==> src/rtl/rd_req_arbiter.sv <==
// rd_req_arbiter: shares one AXI read-address/read-data channel pair between instruction
// fetch (ARID 0) and data load (ARID 1); one AR in flight, R beats steered back by RID.
module rd_req_arbiter #(
    parameter int ADDR_W       = 32,
    parameter int DATA_W       = 32,
    parameter int STARVE_LIMIT = 4
) (
    input  logic              clk,
    input  logic              rst,

    input  logic              inst_req,
    input  logic [ADDR_W-1:0] inst_addr,
    input  logic [2:0]        inst_size,
    output logic              inst_addr_ok,
    output logic              inst_data_ok,
    output logic [DATA_W-1:0] inst_rdata,

    input  logic              data_req,
    input  logic [ADDR_W-1:0] data_addr,
    input  logic [2:0]        data_size,
    output logic              data_addr_ok,
    output logic              data_data_ok,
    output logic [DATA_W-1:0] data_rdata,

    output logic [3:0]        arid,
    output logic [ADDR_W-1:0] araddr,
    output logic [2:0]        arsize,
    output logic              arvalid,
    input  logic              arready,

    input  logic [3:0]        rid,
    input  logic [DATA_W-1:0] rdata,
    input  logic              rvalid,
    output logic              rready,
    output logic              rid_err
);

    localparam int               CNT_W   = $clog2(STARVE_LIMIT + 1);
    localparam logic [CNT_W-1:0] CNT_MAX = CNT_W'(STARVE_LIMIT);

    typedef enum logic {
        S_IDLE,
        S_AR_WAIT
    } state_t;

    state_t            r_state;
    state_t            w_state_nxt;
    logic [3:0]        r_arid;
    logic [ADDR_W-1:0] r_araddr;
    logic [2:0]        r_arsize;
    logic              r_pend_i;
    logic              r_pend_d;
    logic              r_rid_err;
    logic [CNT_W-1:0]  r_starve_cnt;

    logic w_elig_i;
    logic w_elig_d;
    logic w_grant_i;
    logic w_grant_d;
    logic w_ar_fire;
    logic w_hit_i;
    logic w_hit_d;
    logic w_r_bad;

    // Eligibility deliberately uses the registered pend bits, so a completion this cycle
    // only re-enables its requester next cycle.
    assign w_elig_i  = inst_req & ~r_pend_i;
    assign w_elig_d  = data_req & ~r_pend_d;
    assign w_ar_fire = (r_state == S_AR_WAIT) & arready;

    always_comb begin
        w_state_nxt = r_state;
        w_grant_i   = 1'b0;
        w_grant_d   = 1'b0;
        case (r_state)
            S_IDLE: begin
                if (w_elig_d && !(w_elig_i && (r_starve_cnt == CNT_MAX))) begin
                    w_grant_d = 1'b1;
                end else if (w_elig_i) begin
                    w_grant_i = 1'b1;
                end
                if (w_grant_i || w_grant_d) begin
                    w_state_nxt = S_AR_WAIT;
                end
            end
            S_AR_WAIT: begin
                if (arready) begin
                    w_state_nxt = S_IDLE;
                end
            end
            default: w_state_nxt = S_IDLE;
        endcase
    end

    always_ff @(posedge clk or negedge rst) begin
        if (!rst) begin
            r_state  <= S_IDLE;
            r_arid   <= 4'd0;
            r_araddr <= '0;
            r_arsize <= 3'd0;
        end else begin
            r_state <= w_state_nxt;
            if (w_grant_d) begin
                r_arid   <= 4'd1;
                r_araddr <= data_addr;
                r_arsize <= data_size;
            end else if (w_grant_i) begin
                r_arid   <= 4'd0;
                r_araddr <= inst_addr;
                r_arsize <= inst_size;
            end
        end
    end

    assign w_hit_i = rvalid & (rid == 4'd0) & r_pend_i;
    assign w_hit_d = rvalid & (rid == 4'd1) & r_pend_d;
    assign w_r_bad = rvalid & ~w_hit_i & ~w_hit_d;

    // An AR handshake and an R beat for the other id may land in the same cycle.
    always_ff @(posedge clk or negedge rst) begin
        if (!rst) begin
            r_pend_i  <= 1'b0;
            r_pend_d  <= 1'b0;
            r_rid_err <= 1'b0;
        end else begin
            r_pend_i  <= (r_pend_i & ~w_hit_i) | (w_ar_fire & (r_arid == 4'd0));
            r_pend_d  <= (r_pend_d & ~w_hit_d) | (w_ar_fire & (r_arid == 4'd1));
            r_rid_err <= r_rid_err | w_r_bad;
        end
    end

    always_ff @(posedge clk or negedge rst) begin
        if (!rst) begin
            r_starve_cnt <= '0;
        end else if (!inst_req || w_grant_i) begin
            r_starve_cnt <= '0;
        end else if (w_elig_i && w_grant_d && (r_starve_cnt != CNT_MAX)) begin
            r_starve_cnt <= r_starve_cnt + 1'b1;
        end
    end

    assign inst_addr_ok = rst & w_grant_i;
    assign data_addr_ok = rst & w_grant_d;
    assign inst_data_ok = rst & w_hit_i;
    assign data_data_ok = rst & w_hit_d;
    assign inst_rdata   = rdata;
    assign data_rdata   = rdata;
    assign rready       = rst;
    assign rid_err      = r_rid_err;

    assign arvalid = (r_state == S_AR_WAIT);
    assign arid    = r_arid;
    assign araddr  = r_araddr;
    assign arsize  = r_arsize;

endmodule

==> config.mk <==
export PLATFORM = sky130hd
export DESIGN_NAME = rd_req_arbiter
export DESIGN_NICKNAME = d
export VERILOG_FILES = /design/src/rtl/rd_req_arbiter.sv
export SDC_FILE = /design/constraint.sdc
export NUM_CORES = 1
export LEC_CHECK = 0
export CAP_MARGIN = 20
export CORE_UTILIZATION = 32
export DETAILED_ROUTE_END_ITERATION = 8
export HOLD_SLACK_MARGIN = 0.06
export PLACE_DENSITY = 0.88
export SLEW_MARGIN = 10
export SYNTH_ARGS = -nofsm -noshare
export SYNTH_HDL_FRONTEND = slang
export SYNTH_SLANG_ARGS = --single-unit
==> constraint.sdc <==
create_clock -name clk -period 2.1 [get_ports clk]
set_clock_uncertainty 0.05 [all_clocks]
set_input_delay 0.21 -clock clk [delete_from_list [all_inputs] [get_ports clk]]
set_output_delay 0.21 -clock clk [all_outputs]
set_load 0.01 [all_outputs]
Word level (Yosys, flattened, before mapping)
Index checks and enable logic that the tools add are counted.
W data, S select, Z words.
Storage, ports and cells
  register bits after elaboration: 46
  output and inout port bits: 110
  input port bits: 112
  logic and storage cells: 68
Cells by class
  bitwise logic cells: 25
  muxes and demuxes: 18
  equal/unequal tests: 4
  reductions and logical operators: 12
  add/subtract/negate cells: 1
Operators by type and width (count)
  $mux W32: 2
  $and A1 B1 Y1: 17
  $mux W3: 4
  $mux W1: 9
  $eq A4 B1 Y1 const B: 2
  $logic_not A4 Y1: 2
  $mux W4: 2
  $not A1 Y1: 5
  $logic_and A1 B1 Y1: 4
  $reduce_bool A2 Y1: 2
  $add A3 B1 Y3 const B: 1
  $eq A3 B3 Y1 const B: 1
  $ne A3 B3 Y1 const B: 1
  $or A1 B1 Y1: 3
  $logic_not A1 Y1: 2
  $logic_or A1 B1 Y1: 2
  $pmux W1 S2: 1

Depth between registers and ports, before layout
  depth in word-level cells: 12
  gate-level depth with buffers: 8
  mapped depth without buffers: 6

Least setup slack after synthesis
Ideal clock, no wire load.
  kind: register -> register
  start point: register r_starve_cnt[0]
  end point: register r_araddr[0], in the netlist araddr[0]
  arrival: 1.478 ns
  buffers on the path: 2
  stages on the path, launching flop included: 9
  period minus slack after synthesis: 1.669 ns
  data required time: 1.909 ns
  setup time: 0.141 ns
  path slack: 0.431 ns
  path through: dfrtp_1 > inv_1 > ha_1 > and4b_4 > or3_1 > buf_6 > buf_6 > nand2_1 > a31oi_1
On the way
  word-level cells in the longest chain between the ends: 8
  elaborated cells on any way between the ends: 12
  classes of those cells: eq/ne (1); mux (7); reduce/logical (4)
RTL lines
  from (decl): RTL line 54  | logic [CNT_W-1:0] r_starve_cnt;
  from (signal assigned): RTL line 138  | r_starve_cnt <= r_starve_cnt + 1'b1;
  $eq A3 B3 Y1 *: RTL line 77  | if (w_elig_d && !(w_elig_i && (r_starve_cnt == CNT_MAX))) begin
  $logic_and A1 B1 Y1 *: RTL line 77
  $logic_not A1 Y1 *: RTL line 77
  $logic_and A1 B1 Y1 *: RTL line 77
  $mux W1: RTL line 77
  $mux W1 (2 in series): RTL line 75  | case (r_state)
  $mux W32 or $reduce_bool A2 Y1 (tied branches)
  to (signal assigned): RTL line 105  | r_araddr <= data_addr;
  to (signal assigned): RTL line 109  | r_araddr <= inst_addr;
  to (decl): RTL line 49  | logic [ADDR_W-1:0] r_araddr;
Every way passes the cells marked *; elsewhere a longest branch is shown, timed or not. The select of a mux whose other input is x is not followed.
A chain may end at the register's enable or synchronous reset.

Worst setup path after layout
  start point: input rst
  end point: output rready
RTL lines
  from (decl): RTL line 9  | input logic rst,
  to (decl): RTL line 34  | output logic rready,
No word-level cell between the ends.

==> impl_metrics.toml <==
[finish]
ff_latch_area_mm2 = 0.00108
fillers = 744
multi_input_area_um2 = 886
drive_gt1_frac = 0.0645
area_delta_synth_final_pct = 38.0
diodes = 0
stdcell_area_mm2 = 0.00355
final_nets = 485

[yosys]
synthXorXnorAreaFrac = 0
synth_compound_area_frac = 0.117
yosys_warnings = 0
syn_area_mm2 = 0.00257
synth_seq_area_share = 0.418
synth.distinct_cells = 28
synth_cells = 311
synthAdderAreaFrac = 0.00973
synth_top_family_by_area = "buffers and inverters"
synth.area.mux_share = 0
ys_ff_latch = 43
postSynthAreaPerCell_um2 = 8.27
synthSimpleGateAreaFrac = 0.211

[clocking]
clock_sinks = 43
clock_path_buffers = 2
clk-insertion-delay-late_ps = 290
cts_max_level = 2
cts_tree = "yes"
cts_buffers = 5
root_buffer = "clkbuf_8"

[global_route]
grt_pass1_wl_um = 10400
gr-total-overflow = 0
antenna_found_initial = 0
grt_max_degree = 45
grt_usage = 0.154
grt_pass1_vias = 2175

[job]
max_cap_viol_count = 0

[drt]
drtPass1Iterations = 4
postRouteWirelength_um = 6480
via_per_inst = 4.72
first_iter_violations = 66
route.detailed.drc = 0
avgRoutedWirePerCell_um = 13.7
vias = 2239
ant_nets = 0

[critical_path]
crit_arrival_ps = 1710
crit_type = "input port to output port"
endpoint_kind = "output port"
worstPathRequired_ps = 1840
critPathLaunchType = "input port"
r2r_end = "araddr[30]"
worstReg2RegStart = "r_starve_cnt[0]"
r2r_slack_ps = 260
path_max_fanout = 23
r2r_cells = 7

[timing]
setup_viol = 0
setup_ws_ps = 130
grt_setup_unrepaired = "no"
min_period_ps = 1970
finalCritPeriodShare = 0.938
clock.fmax_mhz = 508
final_hold_viol_count = 0
final_max_slew_viol_count = 0

[worst_hold_path]
hold_class = "input port to output port"
min_from = "rdata[11]"
hold_depth = 0
min_to = "data_rdata[11]"

[placement]
dp.final_hpwl_um = 4900
placed_area_mm2 = 0.00342
gp_congestion = 0.769
portBuffers = 122
dp_slack_ps = -8.39

[floorplan]
fp.dieH_um = 91.6
design.die.area_mm2 = 0.00840
core_mm2 = 0.00777
initial_core_util = 0.331
io_pins = 222
die_width_um = 91.6
rows = 32

[run_status]
status = "finished, final reports clean"

[power_and_ir_drop]
power_leakage_nw = 1.49
ir_drop_v = 0.000302
power.total_w = 0.00418
p_per_area_mw_per_mm2 = 1180
-- through the flow --
step | hold WS (ps) | instances | setup TNS [ps] | util
detailed placement | 213 | 465 | -9.21 | 0.441
floorplan | -136 | 313 | 0 | -
global route | 370 | 474 | 0 | 0.457
global placement | 220 | 465 | 0 | 0.441
CTS | 370 | 474 | 0 | 0.456
finish | 370 | 474 | 0 | 0.457
-- metal layers --
metal	global-route usage	wire length (µm)	vias to the layer above
li1	-	-	1064
met1	0.181	2610	1061
met2	0.268	3240	94
met3	0.0406	519	20
met4	0.0622	112	0
met5	0	0	-
-- cell usage in the layout, fill, tap and decap left out, types with 2 or more instances in the layout --
cell type / n
conb_1: 3
nand3_1: 3
nand2_1: 74
nand2b_1: 3
nand3b_1: 2
o21ai_1: 2
a31oi_1: 36
nor3_1: 2
inv_1: 6
a21boi_1: 2
o21ai_0: 4
nor2_1: 38
clkdlybuf4s50_1: 117
buf_4: 9
dlygate4sd2_1: 3
ha_1: 2
clkbuf_8: 5
dfrtp_1: 43
-- synth_stat cells, drive strengths merged --
| master | count | share of area |
|---|---|---|
| a21boi | 2 | 0.0058 |
| a21o | 1 | 0.0029 |
| a21oi | 2 | 0.0054 |
| a31o | 1 | 0.0034 |
| a31oi | 36 | 0.088 |
| and4b | 1 | 0.0054 |
| buf | 76 | 0.22 |
| clkbuf | 7 | 0.010 |
| conb | 1 | 0.0015 |
| dfrtp | 43 | 0.42 |
| ha | 2 | 0.0097 |
| inv | 6 | 0.0088 |
| nand2 | 74 | 0.11 |
| nand2b | 4 | 0.011 |
| nand3 | 3 | 0.0058 |
| nand3b | 2 | 0.0058 |
| nand4b | 1 | 0.0034 |
| nor2 | 38 | 0.055 |
| nor3 | 3 | 0.010 |
| nor4b | 1 | 0.0034 |
| o21ai | 6 | 0.012 |
| or3 | 1 | 0.0024 |
-- state kept, by name, summed over array words and instances (netlist names) --
signal and count:
r_pend_i 1, r_starve_cnt 3, araddr 32, r_pend_d 1, arid 1, arsize 3
arvalid 1, rid_err 1
-- area by class of cell --
type,instances,share of cell area
clock inverters,3,0.0123
well taps,102,0.0360
inverters,6,0.00635
flip-flops and latches,43,0.303
repair buffers,134,0.373
clock buffers,5,0.0194
multi-input cells,181,0.250
-- timing repair --
action                                  CTS  global route
endpoints found under the setup margin    3             2
hold buffers                              1             0
gates resized for setup                   3             2
endpoints found under the hold margin    43             0
setup buffers                             0             0
pin swaps                                 0             0
-- kinds of logic after synthesis --
kind of cell | count (synthesis)
AO/OA/AOI/OAI | 48
adder cells (fa/ha/maj) | 2
buffers and inverters | 89
flip-flops | 43
other | 1
AND/OR/NAND/NOR | 128
-- worst max path at each step --
stage,endpoint,cells past startpoint,start
2_1_floorplan,araddr[0],8,r_starve_cnt[0]
3_3_place_gp,inst_data_ok,6,rvalid
3_5_place_dp,inst_data_ok,6,rid[1]
4_1_cts,rready,4,rst
5_1_grt,rready,4,rst
6_report,rready,4,rst
-- power breakdown --
part	leakage [nW]	internal, W	total [W]	switching (W)
Clock	0.0581	0.000354	0.000644	0.000290
Combinational	0.951	0.00111	0.00211	0.000998
Sequential	0.482	0.00120	0.00142	0.000219
-- worst max-delay path, cell delays in order --
cell and delay [ps]:
dlygate4sd3_1 530, buf_2 150, buf_6 240, clkdlybuf4s50_1 570
Power figures use the tool's default switching activity.
